`src/rtl/weight_fetch_ctrl.sv`:
```
// Weight fetch sequencer: reads the five column words of one kernel from BRAM,
// drives the preload shift-enable aligned with read data, then commits with a swap pulse.
module weight_fetch_ctrl #(
  parameter int ADDR_W    = 8,
  parameter int BASE_ADDR = 0,
  parameter int BRAM_LAT  = 1,
  parameter int IDX_W     = 5
) (
  input  logic              clk,
  input  logic              rst_n,
  input  logic              start,
  input  logic [IDX_W-1:0]  kernel_idx,
  input  logic              abort,
  input  logic              compute_idle,
  output logic              bram_en,
  output logic [ADDR_W-1:0] bram_addr,
  output logic              load_weight_preload,
  output logic              weight_swap,
  output logic              busy,
  output logic              done
);

  typedef enum logic [1:0] {
    IDLE      = 2'd0,
    FETCH     = 2'd1,
    DRAIN     = 2'd2,
    WAIT_SWAP = 2'd3
  } state_t;

  localparam int SUM_W = ADDR_W + IDX_W + 3;
  localparam logic [2:0] NUM_COLS = 3'd5;
  localparam logic [1:0] DRAIN_LAST = 2'(BRAM_LAT - 1);

  state_t              state_reg, state_next;
  logic [2:0]          col_reg, col_next;
  logic [1:0]          drain_reg, drain_next;
  logic [ADDR_W-1:0]   kbase_reg, kbase_next;
  logic [SUM_W-1:0]    kbase_sum;
  logic [BRAM_LAT-1:0] load_pipe_reg;

  logic                bram_en_next;
  logic [ADDR_W-1:0]   bram_addr_next;
  logic                busy_next;
  logic                done_next;
  logic                swap_next;

  // Kernel base address, wide enough that only the final truncation wraps.
  assign kbase_sum = SUM_W'(BASE_ADDR) + SUM_W'(kernel_idx) * SUM_W'(5);

  always_ff @(posedge clk or negedge rst_n) begin
    if (!rst_n) begin
      state_reg <= IDLE;
      col_reg   <= '0;
      drain_reg <= '0;
      kbase_reg <= '0;
    end else begin
      state_reg <= state_next;
      col_reg   <= col_next;
      drain_reg <= drain_next;
      kbase_reg <= kbase_next;
    end
  end

  always_comb begin
    state_next = state_reg;
    col_next   = col_reg;
    drain_next = drain_reg;
    kbase_next = kbase_reg;
    if (abort) begin
      state_next = IDLE;
    end else begin
      unique case (state_reg)
        IDLE: begin
          if (start) begin
            state_next = FETCH;
            kbase_next = kbase_sum[ADDR_W-1:0];
            col_next   = 3'd1;
          end
        end
        FETCH: begin
          if (col_reg == NUM_COLS) begin
            state_next = DRAIN;
            drain_next = '0;
          end else begin
            col_next = col_reg + 3'd1;
          end
        end
        DRAIN: begin
          if (drain_reg == DRAIN_LAST) begin
            state_next = WAIT_SWAP;
          end else begin
            drain_next = drain_reg + 2'd1;
          end
        end
        WAIT_SWAP: begin
          if (compute_idle) begin
            state_next = IDLE;
          end
        end
        default: state_next = IDLE;
      endcase
    end
  end

  // Output values for the next cycle; registered below so no input reaches an output combinationally.
  always_comb begin
    bram_en_next   = 1'b0;
    bram_addr_next = bram_addr;
    busy_next      = (state_next != IDLE);
    done_next      = 1'b0;
    swap_next      = 1'b0;
    if (!abort) begin
      unique case (state_reg)
        IDLE: begin
          if (start) begin
            bram_en_next   = 1'b1;
            bram_addr_next = kbase_sum[ADDR_W-1:0];
          end
        end
        FETCH: begin
          if (col_reg != NUM_COLS) begin
            bram_en_next   = 1'b1;
            bram_addr_next = kbase_reg + ADDR_W'(col_reg);
          end
        end
        WAIT_SWAP: begin
          if (compute_idle) begin
            done_next = 1'b1;
            swap_next = 1'b1;
          end
        end
        default: ;
      endcase
    end
  end

  always_ff @(posedge clk or negedge rst_n) begin
    if (!rst_n) begin
      bram_en     <= 1'b0;
      bram_addr   <= '0;
      busy        <= 1'b0;
      done        <= 1'b0;
      weight_swap <= 1'b0;
    end else begin
      bram_en     <= bram_en_next;
      bram_addr   <= bram_addr_next;
      busy        <= busy_next;
      done        <= done_next;
      weight_swap <= swap_next;
    end
  end

  // Shift-enable tracks bram_en through the BRAM latency; abort flushes in-flight reads.
  always_ff @(posedge clk or negedge rst_n) begin
    if (!rst_n) begin
      load_pipe_reg <= '0;
    end else if (abort) begin
      load_pipe_reg <= '0;
    end else begin
      load_pipe_reg <= BRAM_LAT'({load_pipe_reg, bram_en});
    end
  end

  assign load_weight_preload = load_pipe_reg[BRAM_LAT-1];

endmodule

```
`config.mk`:
```
export PLATFORM = sky130hd
export DESIGN_NAME = weight_fetch_ctrl
export DESIGN_NICKNAME = d
export VERILOG_FILES = /design/src/rtl/weight_fetch_ctrl.sv
export SDC_FILE = /design/constraint.sdc
export NUM_CORES = 1
export LEC_CHECK = 0
export CAP_MARGIN = 10
export CORE_MARGIN = 8
export CORE_UTILIZATION = 55
export CTS_CLUSTER_DIAMETER = 200
export DETAILED_ROUTE_END_ITERATION = 6
export GPL_ROUTABILITY_DRIVEN = 0
export PLACE_DENSITY = 0.82
export SYNTH_ARGS = -nofsm -noshare
export SYNTH_HDL_FRONTEND = slang
export SYNTH_SLANG_ARGS = --single-unit
export TNS_END_PERCENT = 30
```
`constraint.sdc`:
```
create_clock -name clk -period 4.7 [get_ports clk]
set_clock_uncertainty 0.05 [all_clocks]
set_input_delay 0.705 -clock clk [delete_from_list [all_inputs] [get_ports clk]]
set_output_delay 0.705 -clock clk [all_outputs]
set_load 0.05 [all_outputs]
```
---- Word level (Yosys, flattened, before mapping) ----
Index checks and enable logic that the tools add are counted.
storage, ports and cells
  register bits after elaboration ......... 27
  bits in latches ......................... 0
  RAM bits ................................ 0
  bits in read-only memories .............. 0
  input bits .............................. 10
  output and inout bits ................... 13
  memories ................................ 0
operators by class
  add/subtract/negate cells ............... 3
  multipliers ............................. 1
  divide/modulo/power cells ............... 0
  magnitude comparators ................... 0
  equal/unequal tests ..................... 10
  shifts and indexed selects .............. 0
  mux-type cells .......................... 23
  bitwise gates (word level) .............. 1
  reduce and logical (&&, ||, !) cells .... 9
operators by type and width
  kind                                                                count
  8-bit 2-to-1 mux                                                    2
  8-bit one-hot mux with 2 select lines                               1
  2-bit 2-to-1 mux                                                    7
  4-bit AND reduction                                                 3
  2-bit inequality test, second input constant                        5
  8-bit by 3-bit adder with 8-bit output                              1
  5-bit by 3-bit multiplier with 8-bit output, second input constant  1
  2-bit one-hot mux with 4 select lines                               1
  1-bit 2-to-1 mux                                                    7
  3-bit 2-to-1 mux                                                    2
  3-bit one-hot mux with 2 select lines                               1
  2-bit nonzero test                                                  3
  2-bit == test, second input constant                                2
  2-bit logical NOT                                                   2
  2-bit one-hot mux with 2 select lines                               1
  3-bit by 1-bit adder with 3-bit output, second input constant       1
  3-bit == test, second input constant                                1
  3-bit inequality test, second input constant                        1
  3-bit AND reduction                                                 1
  2-bit by 1-bit adder with 2-bit output, second input constant       1
  2-bit by 1-bit == test with 1-bit output, second input constant     1
  1-bit one-hot mux with 2 select lines                               1
  1-bit NOT                                                           1

---- Depth between registers and ports, before layout ----
  depth after elaboration ................. 5
  gate-level depth with buffers ........... 8
  gate-level depth less buffers ........... 8

---- Least setup slack after synthesis ----
Ideal clock, no wire load.
  kind .................................... input -> register
  start point ............................. input port kernel_idx[1]
  end point ............................... register bram_addr[7]
  library setup time ...................... 0.127 ns
  arrival ................................. 1.975 ns
  data required time ...................... 4.523 ns
  setup slack ............................. 2.548 ns
  stages on the path ...................... 6
  buffers on the path ..................... 0
  cell sequence ........................... ha_1 > ha_1 > fa_1 > a21o_1 > a21oi_1 > o31ai_1
between the ends
  word-level cells in the longest chain between the ends .. 3
ends and longest elaborated chain
  what                                         line  text
  start, declared                              12    input logic [IDX_W-1:0] kernel_idx,
  5-bit by 3-bit multiplier with 8-bit output  48    assign kbase_sum = SUM_W'(BASE_ADDR) + SUM_W'(kernel_idx) * SUM_W'(5);
  8-bit 2-to-1 mux                             115   if (start) begin
  8-bit one-hot mux with 2 select lines        113   unique case (state_reg)
  end signal, assigned                         146   bram_addr <= bram_addr_next;
  end, declared                                16    output logic [ADDR_W-1:0] bram_addr,
No other way between the ends. The select of a mux whose other input is x is not followed.
A chain may end at the register's enable or synchronous reset.

---- Worst setup path after layout ----
Same ends and word-level chain as after synthesis.

==> results.json <==
{
  "outcome": "completed",
  "die_w_um": 69.07,
  "timing_worst_setup_path_type": "in2reg",
  "setup_viol_count_final": 0,
  "synth_edf_count": 0,
  "maxCapViolations": 0,
  "final_max_slew_viol_count": 0,
  "grt_pass1_wl_um": 5485,
  "io_pins": 23,
  "cts_tree": "built",
  "synth_fp_nets": 175,
  "synthArstFlopShare": 1.000,
  "drt_wl_total_um": 3221,
  "regArea_um2": 675.6,
  "grt_pass1_vias": 1138,
  "yosys-top-cells-area": "dfrtp_1 44%, ha_1 9.7%, o21ai_0 3.9%, nand2_1 3.9%, a21oi_1 3.6%",
  "fillers": 227,
  "cp_slowest_cell": "clkdlybuf4s50_1",
  "drive_above_1_share": 0.08772,
  "track_usage": 0.1359,
  "syn-cell-area_mm2": 0.001549,
  "cts_sinks": 27,
  "initial_utilization": 0.5716,
  "fin_setup_tns_ns": 0,
  "stdcell_count": 202,
  "detailroute.via_count": 1150,
  "port_buffers": 22,
  "synth_area_per_cell_um2": 10.26,
  "yosys-top-cells-count": "27 x dfrtp_1, 16 x nand2_1, 12 x ha_1, 12 x o21ai_0, 11 x a21oi_1",
  "wl_per_cell_um": 15.95,
  "finalCritPeriodShare": 0.5235,
  "startpoint_type": "input port",
  "cts_hold_buf": 0,
  "viasPerCell": 5.693,
  "drt_iter0_drc": 50,
  "whs_ns": 0.4442,
  "maxSlewHeadroom": 0.6488,
  "die-area_mm2": 0.004771,
  "nNetsFinal": 196,
  "fin_util": 0.6597,
  "path_max_fanout": 3,
  "worst_pin_slew_ns": 0.5251,
  "dr.pass1.iters": 4,
  "path_cells": "clkdlybuf4s50_1, ha_1, ha_1, fa_1, a21o_1, a21oi_1, o31ai_1",
  "dp_slack_ns": 1.890,
  "ys_seq_area_frac": 0.4362,
  "ys_warn_count": 0,
  "grt_max_degree": 28,
  "post-route-worst-setup-slack_ns": 2.240,
  "dp.cells": 198,
  "drc": 0,
  "antenna_cells": 0,
  "hp-class": "reg2reg",
  "cts_max_level": 1,
  "cts_root_buffer": "clkbuf_4",
  "yosys.cell_count.top_type": "dfrtp_1",
  "die_y_um": 69.07,
  "postPlaceCellArea_mm2": 0.001762,
  "dpl.hpwl_um": 2500,
  "synth.distinct_cells": 38,
  "p_leak_nw": 0.8030,
  "core_area_mm2": 0.002710,
  "rows": 19,
  "overflow": 0,
  "multi_input_area_um2": 785.8,
  "cts_made_buffers": 3,
  "synthCells": 151,
  "rsz0062_at_grt": "no",
  "fin_area_mm2": 0.001788,
  "synth_top_area_share": 0.4362,
  "ys.flop_type": "dfrtp_1",
  "antenna_found_initial": 0,
  "p_total_uw": 986.4,
  "ys_ff_latch": 27,
  "timing.fmax_ghz": 0.4064,
  "post_cts_resized": 0,
  "required_ns": 4.88,
  "clockBufferDepth": 2,
  "finalHoldViolations": 0,
  "clock_latency_ns": 0.33,
  "crit_top_cell": "ha_1",
  "ant_nets": 0,
  "crit_path_max_incr_delay_ns": 0.48,
  "end_kind": "flop",
  "synth_top_area_cell": "dfrtp_1",
  "period_minus_slack_ns": 2.460,
  "ir_drop_mv": 0.5152,
  "clk_pin_slew_ns": 0.15,
  "post-cts-setup-buffers": 0,
  "worstPathArrival_ns": 2.64,
  "power_density_mw_per_mm2": 551.7,
  "area_delta_synth_final_pct": 15.43
}
==> path summary, 6_finish.rpt <==
| check | start | endpoint | slack (ns) | depth (start not counted) |
|---|---|---|---|---|
| worst min-delay path | bram_addr[5] | bram_addr[5] | 0.44 | 2 |
| worst max-delay path | kernel_idx[1] | bram_addr[7] | 2.24 | 7 |
| min in group asynchronous | rst_n | bram_addr[1] | 0.67 | 2 |
| worst max register to register | col_reg[0] | bram_addr[4] | 2.64 | 8 |
| max in group asynchronous | rst_n | col_reg[0] | 3.67 | 2 |
| worst min register to register | bram_addr[5] | bram_addr[5] | 0.44 | 2 |
==> where the power goes <==
group / switching [mW] / internal, mW
registers: 0.0696 / 0.310
logic: 0.302 / 0.202
clock network: 0.0694 / 0.0333
total: 0.441 / 0.545
==> cells by family (layout without fill, tap and decap cells) <==
kind of cell | count (synthesis) | count (layout) | synth area share
flip-flops | 27 | 27 | 0.4362
adder cells (fa/ha/maj) | 14 | 14 | 0.1228
AND/OR/NAND/NOR | 43 | 43 | 0.1454
buffers and inverters | 16 | 36 | 0.05653
multiplexers | 8 | 8 | 0.06058
XOR/XNOR | 8 | 8 | 0.04524
AO/OA/AOI/OAI | 35 | 35 | 0.1333
==> critical path: cells and delay by family <==
kind,cells,cell delay [ns]
adders and majority gates,3,0.97
AOI/OAI and AO/OA,3,0.48
buffers and inverters,1,0.48
==> cell type report <==
type,count,share of cell area
Multi-Input combinational cell,108,0.4395
Sequential cell,27,0.3779
Timing Repair Buffer,23,0.1274
Tap cell,31,0.02169
Inverter,9,0.01889
Clock buffer,4,0.01470
==> cell usage in the layout, fill, tap and decap left out, types with 5 or more instances in the layout <==
cell type and n:
ha_1 12, nor2_1 5, xnor2_1 5, clkdlybuf4s50_1 22, o21ai_0 12, a21oi_1 11, nand3_1 5, dfrtp_1 27
nand2_1 16, inv_1 8
==> metal layers <==
metal | global-route usage | wire, um | vias to the layer above
li1 | - | - | 564
met1 | 0.1731 | 1435 | 543
met2 | 0.2244 | 1580 | 38
met3 | 0.02718 | 160 | 5
met4 | 0.04100 | 44 | 0
met5 | 0 | 0 | -
Note: power is estimated with default switching activity, not from simulation.
